<file path="src/rtl/fd_stage_buf_if.sv">
// Valid/ready payload bus used on both sides of the fetch-to-decode stage buffer.
// The master drives valid/data and the slave drives ready.
interface fd_stage_buf_if #(
    parameter int PAYLOAD_W = 131
);
    logic                 valid;
    logic                 ready;
    logic [PAYLOAD_W-1:0] data;

    modport master (output valid, output data, input ready);
    modport slave  (input valid, input data, output ready);
endinterface

</file>
<file path="src/rtl/fd_stage_buf.sv">
// Fetch-to-decode stage buffer: main entry plus one skid entry, so fetch sees a
// registered ready; flush turns in-flight entries into bubbles; stall cycles are counted.
module fd_stage_buf #(
    parameter int                   PAYLOAD_W   = 131,
    parameter logic [PAYLOAD_W-1:0] NOP_PAYLOAD = '0,
    parameter int                   CNT_W       = 16
) (
    input  logic             clk,
    input  logic             rst,
    input  logic             flush,
    fd_stage_buf_if.slave    in_if,
    fd_stage_buf_if.master   out_if,
    output logic [1:0]       occ,
    output logic [CNT_W-1:0] stall_cnt
);

    function automatic logic [CNT_W-1:0] sat_inc(input logic [CNT_W-1:0] c);
        return (&c) ? c : c + CNT_W'(1);
    endfunction

    logic                 out_valid_p1;
    logic [PAYLOAD_W-1:0] out_data_p1;
    logic                 skid_valid_p1;
    logic [PAYLOAD_W-1:0] skid_data_p1;
    logic                 in_fire_p0;
    logic                 main_free_p0;
    logic                 skid_load_p0;

    // ready depends only on a flop, so decode back-pressure never reaches fetch combinationally
    assign in_if.ready  = ~skid_valid_p1;
    assign in_fire_p0   = in_if.valid & ~skid_valid_p1;
    assign main_free_p0 = ~out_valid_p1 | out_if.ready;
    assign skid_load_p0 = ~flush & ~main_free_p0 & in_fire_p0;

    // ---- stage p0 -> p1: main and skid entries ----
    always_ff @(posedge clk or negedge rst) begin
        if (!rst) begin
            out_valid_p1  <= 1'b0;
            out_data_p1   <= NOP_PAYLOAD;
            skid_valid_p1 <= 1'b0;
        end else if (flush) begin
            out_valid_p1  <= 1'b0;
            out_data_p1   <= NOP_PAYLOAD;
            skid_valid_p1 <= 1'b0;
        end else if (main_free_p0) begin
            if (skid_valid_p1) begin
                out_valid_p1  <= 1'b1;
                out_data_p1   <= skid_data_p1;
                skid_valid_p1 <= 1'b0;
            end else if (in_fire_p0) begin
                out_valid_p1 <= 1'b1;
                out_data_p1  <= in_if.data;
            end else begin
                out_valid_p1 <= 1'b0;
                out_data_p1  <= NOP_PAYLOAD;
            end
        end else if (in_fire_p0) begin
            skid_valid_p1 <= 1'b1;
        end
    end

    // skid payload is only ever read while skid_valid_p1 is set, so it needs no reset
    always_ff @(posedge clk) begin
        if (skid_load_p0) begin
            skid_data_p1 <= in_if.data;
        end
    end

    always_ff @(posedge clk or negedge rst) begin
        if (!rst) begin
            stall_cnt <= '0;
        end else if (out_valid_p1 && !out_if.ready) begin
            stall_cnt <= sat_inc(stall_cnt);
        end
    end

    assign out_if.valid = out_valid_p1;
    assign out_if.data  = out_data_p1;
    assign occ          = {1'b0, out_valid_p1} + {1'b0, skid_valid_p1};

endmodule

</file>
<file path="src/flat_wrapper.sv">
// flat-port wrapper written by rule: the top's interface ports become plain ports
module fd_stage_buf_flat 
#(
    parameter int                   PAYLOAD_W   = 131,
    parameter logic [PAYLOAD_W-1:0] NOP_PAYLOAD = '0,
    parameter int                   CNT_W       = 16
)
  (clk, rst, flush, occ, stall_cnt, in_if_valid, in_if_data, in_if_ready, out_if_valid, out_if_data, out_if_ready);
  fd_stage_buf_if #(.PAYLOAD_W(PAYLOAD_W)) in_if_i ();
  fd_stage_buf_if #(.PAYLOAD_W(PAYLOAD_W)) out_if_i ();
  input  logic clk;
  input  logic rst;
  input  logic flush;
  output logic [1:0] occ;
  output logic [CNT_W-1:0] stall_cnt;
  input wire logic [$bits(in_if_i.valid)-1:0] in_if_valid;
  input wire logic [$bits(in_if_i.data)-1:0] in_if_data;
  output wire logic [$bits(in_if_i.ready)-1:0] in_if_ready;
  output wire logic [$bits(out_if_i.valid)-1:0] out_if_valid;
  output wire logic [$bits(out_if_i.data)-1:0] out_if_data;
  input wire logic [$bits(out_if_i.ready)-1:0] out_if_ready;
  assign in_if_i.valid = in_if_valid;
  assign in_if_i.data = in_if_data;
  assign in_if_ready = in_if_i.ready;
  assign out_if_valid = out_if_i.valid;
  assign out_if_data = out_if_i.data;
  assign out_if_i.ready = out_if_ready;
  fd_stage_buf #(.PAYLOAD_W(PAYLOAD_W), .NOP_PAYLOAD(NOP_PAYLOAD), .CNT_W(CNT_W)) u_core (.clk(clk), .rst(rst), .flush(flush), .in_if(in_if_i), .out_if(out_if_i), .occ(occ), .stall_cnt(stall_cnt));
endmodule
</file>
<file path="config.mk">
export PLATFORM = sky130hd
export DESIGN_NAME = fd_stage_buf_flat
export DESIGN_NICKNAME = d
export VERILOG_FILES = /design/src/rtl/fd_stage_buf_if.sv /design/src/rtl/fd_stage_buf.sv /design/src/flat_wrapper.sv
export SDC_FILE = /design/constraint.sdc
export NUM_CORES = 1
export LEC_CHECK = 0
export CORE_MARGIN = 2
export CORE_UTILIZATION = 35
export DETAILED_ROUTE_END_ITERATION = 6
export DONT_BUFFER_PORTS = 1
export GPL_ROUTABILITY_DRIVEN = 0
export GPL_TIMING_DRIVEN = 0
export SYNTH_ARGS = -nofsm -noshare
export SYNTH_HDL_FRONTEND = slang
export SYNTH_SLANG_ARGS = --single-unit
</file>
<file path="constraint.sdc">
create_clock -name clk -period 13.77 [get_ports clk]
set_clock_uncertainty 0.05 [all_clocks]
set_input_delay 0.6885 -clock clk [delete_from_list [all_inputs] [get_ports clk]]
set_output_delay 0.6885 -clock clk [all_outputs]
set_load 0.01 [all_outputs]
</file>
==> results of run 1 <==
[state kept, by name (all words and copies together), names as in the netlist]
register / count
u_core.skid_data_p1: 131
u_core.stall_cnt: 16
u_core.out_if.valid: 1
u_core.out_if.data: 131
u_core.skid_valid_p1: 1
[layout by cell type (no fill, tap or decap), drive strengths merged]
cell type    n
ha           2
o41ai        1
buf         33
dfrtp      149
a221oi     131
nor2       136
nor3       136
clkinvlp     1
clkbuf     104
bufinv       4
and4         1
xnor2        2
clkinv       3
o21a         1
nand4        4
inv          2
and3         2
nand2        3
nand2b       2
a21oi        1
nor2b        2
edfxtp     131
nor3b        3
o2111ai      1
nor4         4
xor2        12
nand3        7
mux2         1
[worst max-delay path: stages, from the launching register on]
cell      delay, ps
dfrtp_1         420
buf_2           220
nor2b_1         120
clkbuf_2        240
buf_2           380
buf_2           320
nor3b_2         650
buf_6           240
buf_6           150
buf_4           210
buf_6           180
buf_6           180
buf_8           160
[report_power, final]
| part | total (mW) | switching [mW] | internal, mW |
|---|---|---|---|
| logic | 0.116 | 0.0724 | 0.0435 |
| clock network | 0.827 | 0.324 | 0.503 |
| registers | 0.965 | 0.0502 | 0.915 |
| total | 1.91 | 0.446 | 1.46 |
[synthesized netlist by cell type (2+ instances only)]
master	n	area share
dfrtp_1	149	0.35
nor2_1	136	0.048
nor3_1	136	0.063
a221oi_1	131	0.11
edfxtp_1	131	0.37
clkbuf_1	56	0.020
buf_2	16	0.0075
xor2_1	12	0.0098
nand3_1	7	0.0033
nand2_1	3	0.0010
nor3b_1	3	0.0021
nor4_1	3	0.0018
and3_1	2	0.0012
buf_1	2	0.00070
ha_1	2	0.0023
inv_1	2	0.00070
nand2b_1	2	0.0012
nand4_1	2	0.0012
nor2b_1	2	0.0012
xnor2_1	2	0.0016
[metrics by stage]
stage	instances	hold WS [ps]	total power [mW]	worst slack, ps
6_report	1275	133.1	1.908	9912
5_1_grt	1275	140.6	1.983	9665
4_1_cts	1275	138.6	1.932	9845
3_5_place_dp	1219	346.3	1.089	9851
3_3_place_gp	1205	347.2	1.088	-3267
2_1_floorplan	809	342.9	1.051	2080
[worst paths after layout]
kind,startpoint,end,slack (ps),cells after the start
min in group clk,in_if_data[81],u_core.skid_data_p1[81]$_DFFE_PP_,170,0
max reg2reg,u_core.skid_valid_p1$_DFFE_PN0P_,u_core.skid_data_p1[47]$_DFFE_PP_,9910,12
min reg2reg,u_core.skid_data_p1[86]$_DFFE_PP_,u_core.out_if.data[86]$_DFFE_PN0N_,510,2
max,u_core.skid_valid_p1$_DFFE_PN0P_,u_core.skid_data_p1[47]$_DFFE_PP_,9910,12
max in group asynchronous,rst,u_core.out_if.data[91]$_DFFE_PN0N_,12990,1
min,rst,u_core.out_if.data[25]$_DFFE_PN0N_,130,1
[per-layer routing]
metal  GRT usage  wire, µm  up-vias
li1            -         -     3205
met1      0.2200     11510     3549
met2      0.2833     13660      301
met3     0.08291      3784       52
met4     0.05488       801        0
met5           0         0        -
[layout make-up]
type | count | area (µm²) | area share
inverters | 2 | 7.507 | 0.0006048
plain buffers | 75 | 302.8 | 0.02440
clock inverters | 8 | 140.1 | 0.01129
multi-input cells | 452 | 2756 | 0.2221
flip-flops and latches | 280 | 7662 | 0.6173
clock buffers | 47 | 865.8 | 0.06976
repair buffers | 15 | 181.4 | 0.01462
well taps | 396 | 495.5 | 0.03992
[kinds of logic (layout without fill, tap and decap cells)]
logic type,after synthesis,after routing,share of synthesized area
compound gates,135,135,0.1115
xor+xnor,14,14,0.01143
mux,1,1,0.001400
buf+inv,77,147,0.02894
simple gates,300,300,0.1299
fa+ha+maj,2,2,0.002333
flops,280,280,0.7145
==> flow_summary_export.csv, run 1 <==
group,metric,value,unit
floorplanning,core.rowCount,64,
synth,synth_edf_count,131,
cts,cts_resized,0,
layout,antennaDiodeCount,0,
flow_run,max-cap-violations,0,
cts,post_cts_buffers,0,
cts,numCtsBuffers,30,
sta,maxSlewViolCount,0,
floorplanning,io-pin-count,287,
cts,htree_num_levels,1,
drt,avgRoutedWirePerCell,23.34,µm
sta,setup_tns,0,ps
layout,utilization,0.4090,
drt,first_iter_violations,422,
sta,min_period,3858,ps
drt,num_vias,7107,
synth,synthFlopType,"dfrtp_1",
sta,fmax,259.2,MHz
grt,antenna_found_initial,0,
synth,synth_cell_types,30,
synth,synth_area,10720,µm²
worst_setup_path,required,13980,ps
synth,synth_seq_cells,280,
sta,tightest_slew,846.0,ps
pwr,ir_worst_vdd,0.09624,mV
drt,finalWirelength,29750,µm
worst_setup_path,cp.arrival,4070,ps
place,port_buffers,0,
pwr,power_density,153.7,nW/µm²
cts,cts_buffer_depth,3,
place,place_area,11380,µm²
sta,slew-limit-headroom,0.4360,
sta,hold_viol_final,0,
grt,first_global_vias,7271,
place,dp_hpwl,20190,µm
synth,ys_warn_count,0,
floorplanning,core,30350,µm²
min_path,hp-class,"input pin to async pin",
floorplanning,die_w,179.0,µm
layout,layout-drive-gt1-share,0.08874,
drt,ant_nets,0,
layout,design_area,12410,µm²
drt,vias_per_cell,5.574,
worst_setup_path,cp-end-kind,"register",
layout,fill_cells,2874,
cts,clock-sinks,280,
sta,period_share,0.2802,
sta,setup_viol,0,
grt,grt_usage,0.1798,
drt,dr.pass1.iters,5,
pwr,p_leak,4.907,nW
cts,cts_tree,"yes",
drt,drc_errors,0,
floorplanning,die-area,32060,µm²
synth,synthCells,809,
synth,seq_area_frac_synth,0.7145,
synth,synth-async-reset-ratio,0.5321,
cts,root_buffer,"clkbuf_16",
worst_setup_path,critical_path_class,"register to register",
grt,grt_start_max_net_pins,150,
worst_setup_path,cp-start-kind,"register",
cts,clkLatencyLatePin,550,ps
grt,grt-ovfl-total,0,
floorplanning,die_y,179.0,µm
floorplanning,start_util,0.3534,
synth,syn-mean-instance-area,13.26,µm²
worst_setup_path,cp_max_fo,12,
synth,synth_fp_nets,947,
cts,clkTransAtPathRegs,60,ps
cts,ctsHoldBuffers,1,
run_status,status,"finished, final reports clean",
layout,nNetsFinal,994,
sta,rsz0062_at_grt,"no",
layout,syn_to_final_growth,15.74,%
grt,grt_pass1_wl,44300,µm
Note: power is estimated with default switching activity, not from simulation.
==> run 2: changes to the inputs <==
==> constraint.sdc (replaced) <==
create_clock -name clk -period 3.3 [get_ports clk]
set_clock_uncertainty 0.05 [all_clocks]
set_input_delay 0.165 -clock clk [delete_from_list [all_inputs] [get_ports clk]]
set_output_delay 0.165 -clock clk [all_outputs]
set_load 0.01 [all_outputs]
==> run 2 against run 1 <==
The flow now finishes with violations (hold timing); largest power group unchanged; critical endpoint is now u_core.skid_data_p1[23]$_DFFE_PP_; largest cell class unchanged; sequential cell count did not move; register-to-register slack got worse by 9600 ps; sequential power rose to 4.2 times the previous value; first-iteration DRC count fell by 3.3%.
==> flow_summary_export.csv, run 2 (synthesized netlist as in run 1, its figures left out) <==
group,metric,value,unit
run_status,status,"finished, violations left",
run_status,failed_checks,"hold timing",
drt,first_iter_violations,408,
cts,clock-sinks,280,
pwr,ir_worst_vdd,0.4004,mV
cts,post_cts_buffers,0,
cts,clkTransAtPathRegs,60,ps
pwr,p_sw,1.887,mW
worst_setup_path,cp_max_fo,16,
layout,fill_cells,2744,
layout,final_common_cell,"dfrtp_1",
sta,maxSlewViolCount,0,
floorplanning,die_w,179.0,µm
pwr,p_sw_frac,0.2329,
sta,min_period,2973,ps
worst_setup_path,critical_path_class,"register to register",
place,dp_slack,307.5,ps
min_path,hp-class,"input pin to async pin",
sta,whs,-735.3,ps
layout,mostFrequentLayoutCells,"dfrtp_1 (149), nor2_1 (136), nor3_1 (136), dlygate4sd3_1 (133)",
grt,grt_pass1_wl,46780,µm
grt,antenna_found_initial,0,
sta,hold_viol_final,149,
worst_setup_path,r2r_start,"u_core.skid_valid_p1$_DFFE_PN0P_",
layout,syn_to_final_growth,28.58,%
worst_setup_path,r2r-end,"u_core.skid_data_p1[23]$_DFFE_PP_",
cts,numCtsBuffers,31,
cts,cts_resized,0,
drt,avgRoutedWirePerCell,22.17,µm
pwr,power_density,587.4,nW/µm²
cts,root_buffer,"clkbuf_16",
sta,slew-limit-headroom,0.4369,
cts,clkLatencyLatePin,550,ps
sta,period_share,0.9010,
grt,first_global_vias,7871,
sta,fmax,336.3,MHz
pwr,power.internal,6.213,mW
layout,multi_input_area,2763,µm²
sta,rsz0062_at_grt,"no",
floorplanning,die_y,179.0,µm
layout,layout-drive-gt1-share,0.07249,
floorplanning,die-area,32060,µm²
worst_setup_path,r2r_slack,330,ps
cts,htree_num_levels,1,
sta,tightest_slew,844.7,ps
floorplanning,start_util,0.3534,
place,place_area,11450,µm²
layout,design_area,13790,µm²
drt,dr.pass1.iters,5,
cts,cts_tree,"yes",
worst_setup_path,cp.arrival,3180,ps
worst_setup_path,r2r_cells,10,
worst_setup_path,critPathLaunch,"u_core.skid_valid_p1$_DFFE_PN0P_",
worst_setup_path,required,3510,ps
floorplanning,core,30350,µm²
place,dp_hpwl,20480,µm
sta,setup_viol,0,
pwr,p_leak,5.463,nW
drt,num_vias,7718,
grt,grt_usage,0.1880,
pwr,pwr-share-seq,0.497,
pwr,fin_total_pwr,8.100,mW
layout,antennaDiodeCount,0,
grt,grt_start_max_net_pins,150,
drt,vias_per_cell,5.501,
flow_run,max-cap-violations,0,
drt,ant_nets,0,
drt,finalWirelength,31100,µm
drt,drc_errors,0,
pwr,p_comb_frac,0.076,
cts,cts_buffer_depth,3,
layout,utilization,0.4544,
sta,finalWorstSetupSlack,326.6,ps
floorplanning,io-pin-count,287,
worst_setup_path,cp-start-kind,"register",
cts,ctsHoldBuffers,133,
floorplanning,core.rowCount,64,
grt,grt-ovfl-total,0,
layout,regArea,7662,µm²
place,port_buffers,0,
layout,nNetsFinal,1122,
worst_setup_path,cp-end-kind,"register",
pwr,clkPwrFrac,0.426,
==> run 2: changes by cell type in the layout (fill, tap and decap cells not counted), sizes merged <==
cell | previous run | this run
clkbuf | 104 | 105
buf | 33 | 27
dlygate4sd3 | 0 | 133
==> run 2: worst max path at each step <==
stage / cells after the start / endpoint / slack (ps)
detailed placement: 10 / u_core.skid_data_p1[37]$_DFFE_PP_ / 310
floorplan: 6 / u_core.skid_data_p1[0]$_DFFE_PP_ / -1530
CTS: 10 / u_core.skid_data_p1[30]$_DFFE_PP_ / 270
global route: 10 / u_core.skid_data_p1[31]$_DFFE_PP_ / 130
global placement: 6 / u_core.skid_data_p1[37]$_DFFE_PP_ / -3740
finish: 10 / u_core.skid_data_p1[23]$_DFFE_PP_ / 330
==> run 2: per-layer routing <==
metal / global-route usage / share of wire / up-vias / wire length [µm]
li1: - / - / 3473 / -
met2: 0.3029 / 0.47 / 331 / 14620
met3: 0.06764 / 0.11 / 46 / 3378
met4: 0.04912 / 0.022 / 0 / 679
met5: 0 / 0 / - / 0
met1: 0.2402 / 0.40 / 3868 / 12430
==> run 2: layout make-up <==
type / instances / area share
repair buffers: 142 / 0.1109
flip-flops and latches: 280 / 0.5557
clock inverters: 8 / 0.01025
plain buffers: 75 / 0.02332
clock buffers: 48 / 0.06306
inverters: 2 / 0.0005444
well taps: 396 / 0.03593
multi-input cells: 452 / 0.2003
==> run 2: worst max-delay path: stages (launching register included) <==
cell and delay (ps):
dfrtp_1 450, buf_6 180, nor2b_1 100, clkbuf_2 230, buf_6 230, buf_6 180
nor3b_4 480, buf_8 230, buf_8 200, buf_16 180, buf_8 160
==> run 2: power groups by stage <==
stage | clock network [mW] | registers, mW | logic, mW
6_report | 3.45 | 4.03 | 0.617
4_1_cts | 3.55 | 4.03 | 0.622
5_1_grt | 3.71 | 4.05 | 0.686
3_5_place_dp | 0 | 4.10 | 0.462
3_3_place_gp | 0 | 4.10 | 0.438
2_1_floorplan | 0 | 4.04 | 0.341
==> run 2: through the flow <==
stage	hold slack [ps]	TNS [ps]	instances
after floorplan	-180.6	-200080	809
after global placement	-175.9	-488130	1205
after detailed placement	-176.3	0	1214
after CTS	-771.0	0	1403
after global routing	-772.1	0	1403
final	-735.3	0	1403
